**src/rtl/particle_scheduler.sv**
```systemverilog
`default_nettype none
// ============================================================================
// Module      : particle_scheduler
// Description : Walks a frame's worth of particles out of a latency-L memory,
//               culls those at or behind the near plane, and hands the rest to
//               a projector over a ready/valid-pulse handshake.
// Revision    : 1.0 - initial release
// ============================================================================
module particle_scheduler #(
  parameter int                 NUM_PARTICLES = 64,
  parameter int                 ADDR_WIDTH    = 8,
  parameter int                 MEM_LATENCY   = 2,
  parameter logic signed [15:0] NEAR_Z        = 16'sd16
) (
  input  logic                  clk_in,
  input  logic                  rst_n_in,
  input  logic                  frame_start_in,
  output logic [ADDR_WIDTH-1:0] mem_addr_out,
  output logic                  mem_rd_en_out,
  input  logic [47:0]           mem_data_in,
  input  logic                  projector_ready_in,
  output logic [15:0]           f_x_out,
  output logic [15:0]           f_y_out,
  output logic [15:0]           f_z_out,
  output logic                  data_valid_out,
  output logic                  busy_out,
  output logic                  frame_done_out,
  output logic [ADDR_WIDTH:0]   cull_count_out,
  output logic                  overrun_out
);

  localparam logic [2:0] S_IDLE     = 3'd0;
  localparam logic [2:0] S_FETCH    = 3'd1;
  localparam logic [2:0] S_WAIT_MEM = 3'd2;
  localparam logic [2:0] S_ISSUE    = 3'd3;
  localparam logic [2:0] S_HOLDOFF  = 3'd4;
  localparam logic [2:0] S_DONE     = 3'd5;

  // Wait counter runs 0..MEM_LATENCY-1; capture happens on its last value.
  localparam int WAIT_W = (MEM_LATENCY > 1) ? $clog2(MEM_LATENCY) : 1;
  localparam logic [WAIT_W-1:0]     c_WAIT_LAST = WAIT_W'(MEM_LATENCY - 1);
  localparam logic [WAIT_W-1:0]     c_WAIT_ONE  = WAIT_W'(1);
  localparam logic [ADDR_WIDTH-1:0] c_LAST_IDX  = ADDR_WIDTH'(NUM_PARTICLES - 1);
  localparam logic [ADDR_WIDTH-1:0] c_IDX_ONE   = ADDR_WIDTH'(1);
  localparam logic [ADDR_WIDTH:0]   c_CULL_ONE  = (ADDR_WIDTH + 1)'(1);

  logic [2:0]            r_state;
  logic [ADDR_WIDTH-1:0] r_index;
  logic [WAIT_W-1:0]     r_wait;
  logic [ADDR_WIDTH:0]   r_cull;
  logic [15:0]           r_fx;
  logic [15:0]           r_fy;
  logic [15:0]           r_fz;
  logic                  r_overrun;

  logic                  w_last;
  logic signed [15:0]    w_z;
  logic                  w_cull;

  assign w_last = (r_index == c_LAST_IDX);
  assign w_z    = mem_data_in[15:0];
  assign w_cull = (w_z <= NEAR_Z);

  // Frame walker: fetch, wait out memory latency, cull or issue, advance.
  always_ff @(posedge clk_in or negedge rst_n_in) begin
    if (!rst_n_in) begin
      r_state <= S_IDLE;
      r_index <= '0;
      r_wait  <= '0;
      r_cull  <= '0;
      r_fx    <= '0;
      r_fy    <= '0;
      r_fz    <= '0;
    end else begin
      case (r_state)
        S_IDLE: begin
          if (frame_start_in) begin
            r_index <= '0;
            r_cull  <= '0;
            r_state <= S_FETCH;
          end
        end
        S_FETCH: begin
          r_wait  <= '0;
          r_state <= S_WAIT_MEM;
        end
        S_WAIT_MEM: begin
          if (r_wait == c_WAIT_LAST) begin
            r_fx <= mem_data_in[47:32];
            r_fy <= mem_data_in[31:16];
            r_fz <= mem_data_in[15:0];
            if (!w_cull) begin
              r_state <= S_ISSUE;
            end else begin
              // Culled particles skip the projector and advance directly.
              r_cull <= r_cull + c_CULL_ONE;
              if (w_last) begin
                r_state <= S_DONE;
              end else begin
                r_index <= r_index + c_IDX_ONE;
                r_state <= S_FETCH;
              end
            end
          end else begin
            r_wait <= r_wait + c_WAIT_ONE;
          end
        end
        S_ISSUE: begin
          if (projector_ready_in) begin
            r_state <= S_HOLDOFF;
          end
        end
        S_HOLDOFF: begin
          // One dead cycle lets the projector drop ready after accepting.
          if (w_last) begin
            r_state <= S_DONE;
          end else begin
            r_index <= r_index + c_IDX_ONE;
            r_state <= S_FETCH;
          end
        end
        S_DONE: begin
          r_state <= S_IDLE;
        end
        default: begin
          r_state <= S_IDLE;
        end
      endcase
    end
  end

  // Sticky overrun flag: any start request while a frame is in flight.
  always_ff @(posedge clk_in or negedge rst_n_in) begin
    if (!rst_n_in) begin
      r_overrun <= 1'b0;
    end else if (frame_start_in && (r_state != S_IDLE)) begin
      r_overrun <= 1'b1;
    end
  end

  // Strobes decode straight from state so they are one cycle wide by construction.
  assign mem_rd_en_out  = (r_state == S_FETCH);
  assign data_valid_out = (r_state == S_ISSUE) && projector_ready_in;
  assign frame_done_out = (r_state == S_DONE);
  assign busy_out       = (r_state != S_IDLE);
  assign mem_addr_out   = r_index;
  assign cull_count_out = r_cull;
  assign overrun_out    = r_overrun;
  assign f_x_out        = r_fx;
  assign f_y_out        = r_fy;
  assign f_z_out        = r_fz;

endmodule
`default_nettype wire

```
**config.mk**
```make
export PLATFORM = sky130hd
export DESIGN_NAME = particle_scheduler
export DESIGN_NICKNAME = d
export VERILOG_FILES = /design/src/rtl/particle_scheduler.sv
export SDC_FILE = /design/constraint.sdc
export NUM_CORES = 1
export LEC_CHECK = 0
export ABC_AREA = 1
export CORE_MARGIN = 8
export CORE_UTILIZATION = 48
export DETAILED_ROUTE_END_ITERATION = 10
export HOLD_SLACK_MARGIN = 0.02
export PLACE_DENSITY = 0.93
export SYNTH_ARGS = -nofsm -noshare
export SYNTH_HDL_FRONTEND = slang
export SYNTH_SLANG_ARGS = --single-unit
```
**constraint.sdc**
```tcl
create_clock -name clk_in -period 3.35 [get_ports clk_in]
set_input_delay 0.8375 -clock clk_in [delete_from_list [all_inputs] [get_ports clk_in]]
set_output_delay 0.8375 -clock clk_in [all_outputs]
set_load 0.01 [all_outputs]
```
== Word-level counts from Yosys, hierarchy flattened ==
Index checks and enable logic that the tools add are counted.

* Register bits after elaboration: 70
* Bits of input ports: 52
* Output and inout port bits: 70
* Word-level logic and storage cells: 50

* Add/subtract/negate cells: 3
* Order comparisons: 1
* Eq/ne operators: 10
* Multiplexer cells: 17
* Reductions and logical operators: 11

{| class="wikitable"
|+ Operators with widths
! operator !! count
|-
| 2-to-1 mux 8 bit || 4
|-
| 2-to-1 mux 9 bit || 3
|-
| case mux 8 bit (3 select lines) || 1
|-
| case mux 9 bit (2 select lines) || 1
|-
| <= comparator 16 x 6 -> 1 bit (second input constant) || 1
|-
| 2-to-1 mux 3 bit || 5
|-
| case mux 3 bit (5 select lines) || 1
|-
| adder 9 x 1 -> 9 bit (second input constant) || 1
|-
| adder 8 x 1 -> 8 bit (second input constant) || 1
|-
| equality test 8 x 6 -> 1 bit (second input constant) || 1
|-
| inequality test 2 bit (second input constant) || 4
|-
| AND reduction 4 bit || 2
|-
| equality test 3 x 2 -> 1 bit (second input constant) || 2
|-
| equality test 3 bit (second input constant) || 2
|-
| nonzero test 3 bit || 2
|-
| nonzero test 2 bit || 2
|-
| equality test 3 x 1 -> 1 bit (second input constant) || 1
|-
| logical NOT 3 bit || 1
|-
| AND reduction 3 bit || 1
|-
| logical AND 1 bit || 2
|-
| case mux 1 bit (2 select lines) || 1
|-
| AND reduction 2 bit || 1
|-
| adder 1 bit (second input constant) || 1
|-
| 2-to-1 mux 1 bit || 1
|}

== Logic depth before layout (Yosys ltp) ==
Gate-level depths: netlist of run 1.

* Word-level depth: 5
* Depth in mapped cells: 10
* Gate-level depth less buffers: 10

== Worst setup path after synthesis of run 1 ==
OpenSTA, ideal clock, no wires.

* Path kind: in2out
* Start: input port projector_ready_in
* End: output port data_valid_out
* Arrival time: 1029 ps
* Required time: 2513 ps
* Setup slack: 1484 ps
* Stages on the path: 2
* Path buffers: 0
* Path through: inv_1 > nor2_1

* Cells in the longest elaborated chain, start to end: 1

{| class="wikitable"
|+ RTL lines
! element !! RTL line !! RTL
|-
| start, declared || 21 || <nowiki>input logic projector_ready_in,</nowiki>
|-
| logical AND 1 bit || 143 || <nowiki>assign data_valid_out = (r_state == S_ISSUE) && projector_ready_in;</nowiki>
|-
| end, declared || 25 || <nowiki>output logic data_valid_out,</nowiki>
|}

Every way passes these cells.

== Worst setup path after layout of run 1 ==
Ends and elaborated chain as after synthesis.

==> results of run 1 <==
layer usage:
layer / share of wire / routed length, um / GRT usage
met1: 0.41 / 3540 / 0.206
met2: 0.51 / 4340 / 0.309
met3: 0.063 / 544 / 0.0524
met4: 0.018 / 156 / 0.0675
met5: 0 / 0 / 0
power groups by stage:
stage	clock network, W	logic [W]	registers (W)
6_report	0.000814	0.00206	0.00139
5_1_grt	0.000874	0.00222	0.00143
4_1_cts	0.000835	0.00209	0.00139
3_5_place_dp	0	0.00207	0.00140
3_3_place_gp	0	0.00202	0.00138
2_1_floorplan	0	0.000996	0.00153
per-stage QoR:
| step | worst slack, ns | power (W) | cells | utilization | hold WS [ns] |
|---|---|---|---|---|---|
| 2_1_floorplan | 1.48 | 0.00253 | 325 | - | 0.513 |
| 3_3_place_gp | 0.532 | 0.00340 | 536 | 0.684 | 0.462 |
| 3_5_place_dp | 0.457 | 0.00347 | 536 | 0.684 | 0.474 |
| 4_1_cts | 0.452 | 0.00432 | 552 | 0.719 | 0.493 |
| 5_1_grt | 0.413 | 0.00453 | 552 | 0.719 | 0.511 |
| 6_report | 0.457 | 0.00427 | 552 | 0.719 | 0.488 |
registers in the layout, indices dropped and copies added, names as in the netlist:
name	cells
r_wait	1
cull_count_out	9
f_x_out	16
overrun_out	1
f_y_out	16
mem_addr_out	8
r_state	3
f_z_out	16
placed cells by master (no fill, tap or decap), types with 2 or more instances in the layout:
cell type	count
mux2_4	30
inv_2	2
o21ai_0	10
nand4_1	9
nor2_1	30
clkbuf_1	2
ha_1	2
mux2_1	6
nand3_1	19
clkdlybuf4s50_1	120
clkbuf_8	9
nand2_2	3
xor2_1	6
inv_1	29
nand2_4	2
nor3_1	4
o21bai_1	2
nand2_1	78
a21oi_1	3
mux2_2	5
bufinv_16	3
dfrtp_1	70
final timing paths:
kind	to
worst max-delay path	data_valid_out
worst min register to register	f_z_out[5]$_DFFE_PN0P_
min in group asynchronous	f_x_out[4]$_DFFE_PN0P_
worst max register to register	f_x_out[0]$_DFFE_PN0P_
worst min-delay path	f_z_out[5]$_DFFE_PN0P_
max in group asynchronous	cull_count_out[0]$_DFFE_PN0P_
cell type report:
class                           instances  area (sq um)  area share
Clock buffer                           11           131      0.0269
Clock inverter                          5           106      0.0218
Inverter                               32           123      0.0251
Multi-Input combinational cell        216          1430       0.292
Sequential cell                        70          1750       0.359
Tap cell                               96           120      0.0246
Timing Repair Buffer                  122          1230       0.251
worst register-to-register path, stage by stage, from the launching register on:
cell and delay [ns]:
dfrtp_1 0.40, inv_2 0.10, nor2_4 0.05, nand2_4 0.15, inv_4 0.08, nand2_4 0.59
mux2_2 0.45
cell families (layout without fill, tap and decap cells):
family / Yosys count / count (layout) / share of synthesized area
DFF: 70 / 70 / 0.521
xor gates and xnor gates: 7 / 7 / 0.0182
muxes: 41 / 41 / 0.171
and+or+nand+nor: 149 / 149 / 0.197
buffers and inverters: 39 / 170 / 0.0536
AOI/OAI and AO/OA: 17 / 17 / 0.0309
adders and majority gates: 2 / 2 / 0.00745
==> flow_summary_export.csv, run 1 <==
group,metric,value,unit
timing,period_share,0.864,
timing,tightestPinTransition,0.826,ns
critical_path,path_cells,"clkdlybuf4s50_1, inv_1, nor2_1, clkdlybuf4s50_1",
yosys,synth_area_leaders,"dfrtp_1, mux2_4, nand2_1",
placement,place_congestion,0.801,
pwr,leakagePower,2.32,nW
floorplanning,ios,122,
floorplanning,die_x,99.7,um
floorplanning,fp.coreArea,0.00679,sq mm
critical_path,cp_num_cells,4,
pwr,power_frac_clock,0.191,
floorplanning,rows,30,
pwr,p_int,0.00283,W
yosys,synth_top_cell_by_area,"dfrtp_1",
pwr,seqPwrFrac,0.327,
critical_path,reg2regPathDepth,6,
finish,drive_gt1_frac,0.138,
timing,slew_headroom,0.449,
yosys,synth_edf_count,0,
timing,fmax,346,MHz
yosys,ys.flop_type,"dfrtp_1",
floorplanning,die-area,0.00993,sq mm
clock_network,clkLatencyLatePin,0.33,ns
critical_path,startpoint_type,"input port",
finish,final_nets,505,
timing,min_period,2.89,ns
critical_path,startpoint,"projector_ready_in",
timing,rsz0062_at_grt,"no",
clock_network,cts_made_buffers,9,
yosys,yosysMostFrequentCell,"nand2_1",
flow_run,cap_viol_max_count,0,
hold_path,hp-start,"f_z_out[5]$_DFFE_PN0P_",
pwr,power.net_switching,0.00144,W
finish,area_growth,45.4,%
clock_network,cts_resized,0,
route,ant_nets,0,
global_routing,grt_overflow,0,
timing,clock_skew,0.0133,ns
finish,fill_cells,496,
global_routing,grt_max_degree,56,
placement,hpwl,6440,um
yosys,synth_area_per_cell,10.3,sq um
route,drt_iter0_drc,77,
global_routing,grt_pass1_vias,2903,
critical_path,crit_arrival,2.06,ns
critical_path,worstPathMaxFanout,2,
placement,portBuffers,121,
critical_path,cpPeakStageDelay,0.57,ns
critical_path,cp.required,2.51,ns
yosys,ys_warn_count,0,
critical_path,r2r_slack,1.40,ns
hold_path,hold_path_depth,2,
floorplanning,initial_utilization,0.494,
critical_path,r2r-start,"r_state[1]$_DFFE_PN0P_",
global_routing,grt_usage,0.180,
route,routedWlPerCell,15.5,um
timing,setup_tns,0,ns
yosys,yosys-top-cells-count,"nand2_1, dfrtp_1, mux2_4, nor2_1, inv_1",
yosys,yosys_register_bits,70,
critical_path,crit_buf_inv,3,
floorplanning,die_height,99.7,um
hold_path,hp-class,"reg -> reg",
clock_network,htreeDepth,3,
global_routing,grt_antenna_before_repair,0,
yosys,ys_seq_area_frac,0.521,
clock_network,cts_setup_buffers,0,
critical_path,crit_type,"in -> out",
yosys,syn-num-nets,379,
route,route.detailed.drc,0,
clock_network,cts_sinks,70,
route,via_per_inst,4.82,
placement,place_area,0.00465,sq mm
clock_network,hold_buffers,0,
clock_network,clock-root-buffer,"clkbuf_8",
pwr,peakVddDrop,0.452,mV
pwr,comb_power_share,0.483,
critical_path,cp_top_family,"buffers and inverters",
finish,antennaDiodeCount,0,
route,vias,2661,
timing,drv_slew,0,
clock_network,cts_buffer_depth,2,
critical_path,critPathMostFrequentCell,"clkdlybuf4s50_1",
yosys,async_flop_share,1.00,
pwr,pwr_density_cell,874,mW/mm^2
route,wirelength,8580,um
clock_network,cts_tree,"built",
yosys,netlist_instances,325,
clock_network,path_clk_slew,0.07,ns
yosys,yosysTopAreaCellShare,0.521,
finish,final_cell_area,0.00489,sq mm
pwr,swShare,0.338,
global_routing,grt_pass1_wl,14300,um
critical_path,end_kind,"output pin",
timing,setup_viol,0,
status,status,"complete, no violations",
route,drtPass1Iterations,4,
timing,finalHoldViolations,0,
critical_path,cp_slowest_cell,"clkdlybuf4s50_1",
yosys,ys_types,29,
yosys,netlist_area,0.00336,sq mm
(Power assumes the default switching activity.)
==> inputs of run 2 (changes only) <==
--- a/config.mk
+++ b/config.mk
@@ -6,6 +6,7 @@
 export NUM_CORES = 1
 export LEC_CHECK = 0
 export ABC_AREA = 1
+export CORE_ASPECT_RATIO = 0.6
 export CORE_MARGIN = 8
 export CORE_UTILIZATION = 48
 export DETAILED_ROUTE_END_ITERATION = 10
==> run 2 against run 1 <==
Net effect: sequential cell count unchanged; final area is 1.5% higher; clock skew decreased by 0.0082 ns; sequential power is essentially flat; setup slack gained 0.032 ns; die area grew 0.88%; global-route usage increased by 2.3 points; count of clock-buffer cells in the layout fell by 1; critical path depth is the same; wire length is 13% higher; worst hold slack worse by 0.012 ns; fmax up 1.1%; critical path type unchanged; largest cell class unchanged; largest power group unchanged; highest routed layer unchanged.
==> flow_summary_export.csv, run 2 (synthesized netlist as in run 1, its figures left out) <==
group,metric,value,unit
finish,most-common-layout-cells,"clkdlybuf4s50_1, nand2_1, dfrtp_1",
timing,finalHoldViolations,0,
critical_path,crit_type,"in -> out",
clock_network,clock-root-buffer,"clkbuf_16",
route,routedWlPerCell,17.8,um
timing,setup_tns,0,ns
hold_path,hold_path_depth,1,
timing,clock_skew,0.00509,ns
floorplanning,die-area,0.0100,sq mm
global_routing,grt_max_degree,56,
flow_run,cap_viol_max_count,0,
route,vias,2778,
clock_network,clkLatencyLatePin,0.33,ns
finish,antennaDiodeCount,0,
global_routing,grt_overflow,0,
clock_network,hold_buffers,0,
pwr,leakagePower,2.36,nW
finish,area_growth,47.7,%
floorplanning,ios,122,
placement,place_area,0.00464,sq mm
timing,drv_slew,0,
critical_path,end_kind,"output pin",
timing,setup_viol,0,
clock_network,cts_setup_buffers,0,
route,drtPass1Iterations,5,
placement,place_congestion,0.851,
floorplanning,die_x,124,um
floorplanning,fp.coreArea,0.00673,sq mm
finish,layout_commonest_cell,"clkdlybuf4s50_1",
hold_path,hp-class,"reg -> reg",
placement,preCtsSetupSlack,0.502,ns
critical_path,crit_buf_inv,3,
timing,finalWorstSetupSlack,0.489,ns
critical_path,startpoint_type,"input port",
clock_network,cts_resized,0,
route,route.detailed.drc,0,
pwr,peakVddDrop,0.521,mV
clock_network,cts_made_buffers,9,
global_routing,grt_pass1_vias,2961,
clock_network,htreeDepth,3,
finish,final_cell_area,0.00496,sq mm
floorplanning,rows,23,
critical_path,cp_num_cells,4,
critical_path,reg2regPathDepth,5,
global_routing,grt_usage,0.203,
critical_path,worstPathMaxFanout,2,
critical_path,path_cells,"clkdlybuf4s50_1, inv_1, nor2_1, clkdlybuf4s50_1",
global_routing,grt_antenna_before_repair,0,
placement,hpwl,7170,um
critical_path,crit_arrival,2.02,ns
floorplanning,die_height,80.8,um
timing,rsz0062_at_grt,"no",
finish,final_nets,505,
placement,portBuffers,121,
timing,period_share,0.854,
clock_network,path_clk_slew,0.06,ns
route,ant_nets,0,
critical_path,cp.required,2.51,ns
critical_path,cp_slowest_cell,"clkdlybuf4s50_1",
timing,min_period,2.86,ns
route,via_per_inst,5.12,
placement,place_inst,527,
global_routing,grt_pass1_wl,15500,um
critical_path,critPathMostFrequentCell,"clkdlybuf4s50_1",
status,status,"complete, no violations",
pwr,pwr_density_cell,915,mW/mm^2
critical_path,cpPeakStageDelay,0.55,ns
clock_network,cts_sinks,70,
timing,fmax,350,MHz
finish,stdcell_count,543,
floorplanning,initial_utilization,0.499,
finish,drive_gt1_frac,0.143,
clock_network,cts_tree,"built",
route,drt_iter0_drc,250,
timing,slew_headroom,0.431,
clock_network,cts_buffer_depth,2,
critical_path,cp_top_family,"buffers and inverters",
timing,tightestPinTransition,0.854,ns
route,wirelength,9660,um
pwr,power,0.00454,W
## run 2: cell types whose count changed in the layout (fill, tap and decap cells not counted), sizes merged
| cell | change |
|---|---|
| bufinv | -1 |
| clkinvlp | +1 |
| inv | -1 |
| clkbuf | -1 |
| clkinv | +2 |
## run 2: final timing paths
check | slack (ns) | startpoint | endpoint
max | 0.49 | projector_ready_in | data_valid_out
min | 0.48 | overrun_out$_DFFE_PN0P_ | overrun_out$_DFFE_PN0P_
max reg2reg | 1.37 | r_state[2]$_DFFE_PN0P_ | f_y_out[6]$_DFFE_PN0P_
min reg2reg | 0.48 | overrun_out$_DFFE_PN0P_ | overrun_out$_DFFE_PN0P_
max in group asynchronous | 2.12 | rst_n_in | f_z_out[3]$_DFFE_PN0P_
min in group asynchronous | 0.56 | rst_n_in | mem_addr_out[7]$_DFFE_PN0P_
## run 2: cell type report
class | count | area (sq um)
inverters | 32 | 123
fillers | 483 | 1770
well taps | 87 | 109
clock inverters | 6 | 85.1
multi-input cells | 216 | 1430
repair buffers | 122 | 1230
clock buffers | 10 | 239
flip-flops and latches | 70 | 1750
## run 2: per-layer routing
metal  up-vias  global-route usage  part of all wire
met5         -                   0                 0
met4         0              0.0638             0.011
met3        11              0.0817              0.11
li1       1312                   -                 -
met1      1319               0.238              0.40
met2       136               0.339              0.48
## run 2: through the flow
stage,utilization,hold slack [ns]
6_report,0.737,0.476
2_1_floorplan,-,0.513
3_3_place_gp,0.689,0.460
4_1_cts,0.737,0.482
3_5_place_dp,0.689,0.468
5_1_grt,0.737,0.514
## run 2: report_power, final
| part | total, W | internal (W) | switching, W | leakage [nW] |
|---|---|---|---|---|
| registers | 0.00142 | 0.00119 | 0.000228 | 0.858 |
| logic | 0.00210 | 0.00114 | 0.000956 | 1.34 |
| clock network | 0.00102 | 0.000668 | 0.000354 | 0.154 |
| total | 0.00454 | 0.00300 | 0.00154 | 2.36 |
==> inputs of run 3 (changes only) <==
--- a/config.mk
+++ b/config.mk
@@ -9,6 +9,7 @@
 export CORE_ASPECT_RATIO = 0.6
 export CORE_MARGIN = 8
 export CORE_UTILIZATION = 48
+export CTS_CLUSTER_SIZE = 40
 export DETAILED_ROUTE_END_ITERATION = 10
 export HOLD_SLACK_MARGIN = 0.02
 export PLACE_DENSITY = 0.93
==> results of run 3 <==
No change in the layout: final DEF, timing and power equal those of run 2.
==> RTL edit, RTL diff (flow settings as in run 1) <==
The parameter `MEM_LATENCY` goes from 2 to 8.
--- a/src/rtl/particle_scheduler.sv
+++ b/src/rtl/particle_scheduler.sv
@@ -9,7 +9,7 @@
 module particle_scheduler #(
   parameter int                 NUM_PARTICLES = 64,
   parameter int                 ADDR_WIDTH    = 8,
-  parameter int                 MEM_LATENCY   = 2,
+  parameter int                 MEM_LATENCY   = 8,
   parameter logic signed [15:0] NEAR_Z        = 16'sd16
 ) (
   input  logic                  clk_in,
Behaviour: not the same (Yosys sat finds a counterexample within 10 cycles, from zero or initial values and one cycle with rst_n_in low).
==> RTL edit against run 1 <==
- area after synthesis fell by 2.7%
- power fell by 10%
- routed wire length fell by 1.4%
- synthesized cell count fell by 1.8%
- setup slack improved by 0.073 ns
- maximum frequency rose by 2.6%
- count of clock-buffer cells in the layout rose by 2
- final area fell by 2.3%
- clock skew fell by 0.0033 ns
- sequential cell count rose by 2
- largest cell class unchanged
==> RTL edit: results (changes against run 1) <==
- Status: finished, final reports clean (unchanged)
- Met2 routed WL: 4450 um (was 4340 um)
- Vias in the first global route: 2853 (was 2903)
- Setup skew after layout: 0.00993 ns (was 0.0133 ns)
- Synth cell count leaders: dfrtp_1 (72), nand2_1 (71), mux2_2 (41) (was nand2_1 (78), dfrtp_1 (70), mux2_4 (30), nor2_1 (30), inv_1 (29))
- Seq/Total Area, Yosys: 55.1% (was 52.1%)
- Worst r2r path cells: 5 (was 6)
- Hold Path Stages: 1 (was 2)
- Seq_cells: 72 (was 70)
- Synth async-reset ratio: 100% (unchanged)
- Post-Synthesis Cells: 319 (was 325)
- Min-Delay Endpoint: r_wait[0]$_DFFE_PN0P_ (was f_z_out[5]$_DFFE_PN0P_)
- Rel. slew slack: 39.1% (was 44.9%)
- Non-CTS buffers: 123 (was 122)
- Slowest stage delay, CP: 0.54 ns (was 0.57 ns)
- Clock-cell share: 4.32% (was 4.87%)
- Layout Nets: 504 (was 505)
- Share of layout cells above drive strength 1: 15.0% (was 13.8%)
- Sequential Power Share: 36.7% (was 32.7%)
- # fillers: 499 (was 496)
- Seq. cell area: 1800 um^2 (was 1750 um^2)
- LEAKAGE: 2.18 nW (was 2.32 nW)
- Layout inverter count without the clock tree: 27 (was 32)
- Yosys cell types: 26 (was 29)
- M1 wire length: 3300 um (was 3540 um)
- Multi-In Gates: 215 (was 216)
- Syn nets: 375 (was 379)
- Pin count of the biggest net entering global routing: 73 (was 56)
- Placed insts: 517 (was 536)
- Reg2Reg Launch Point: r_wait[0]$_DFFE_PN0P_ (was r_state[1]$_DFFE_PN0P_)
- Routed WL: 8460 um (was 8580 um)
- DRT iter0 DRCs: 91 (was 77)
- Arr. time, crit path: 1.98 ns (was 2.06 ns)
- Max VDD drop: 0.467 mV (was 0.452 mV)
- Met3 wire length: 582 um (was 544 um)
- Worst reg-to-reg setup slack: 1.19 ns (was 1.40 ns)
- Main area contributors after synthesis: dfrtp_1 (55%), mux2_2 (14%), nand2_1 (8.2%) (was dfrtp_1 (52%), mux2_4 (13%), nand2_1 (8.7%))
- Post-route non-filler standard cell count: 532 (was 552)
- Worst R2R End: f_x_out[2]$_DFFE_PN0P_ (was f_x_out[0]$_DFFE_PN0P_)
- Multi-input gate area: 1340 um^2 (was 1430 um^2)
- Logic gate share of total power: 44.7% (was 48.3%)
- Sw Ratio: 33.8% (about the same)
- Via Count: 2706 (was 2661)
RTL edit: per-layer routing:
layer / vias to the layer above / global-route usage, %
met2: 91 / 32.2
met3: 15 / 6.27
met1: 1284 / 18.6
li1: 1316 / -
met5: - / 0
met4: 0 / 6.73
RTL edit: per-stage QoR:
step / util [%] / hold slack (ns) / area [um^2] / power, mW / setup WS, ns
floorplan: - / 0.446 / 3270 / 2.21 / 1.48
global route: 71.5 / 0.514 / 4770 / 4.07 / 0.480
finish: 71.5 / 0.479 / 4770 / 3.83 / 0.530
global placement: 68.4 / 0.460 / 4570 / 3.08 / 0.528
detailed placement: 68.4 / 0.468 / 4570 / 3.16 / 0.518
CTS: 71.5 / 0.485 / 4770 / 3.88 / 0.517
RTL edit: cells by family after synthesis:
group	after synthesis	synth area share, %
xor gates and xnor gates	5	1.34
and+or+nand+nor	147	20.6
adders and majority gates	4	1.53
buffers and inverters	32	3.83
muxes	41	14.1
DFF	72	55.1
AOI/OAI and AO/OA	18	3.48
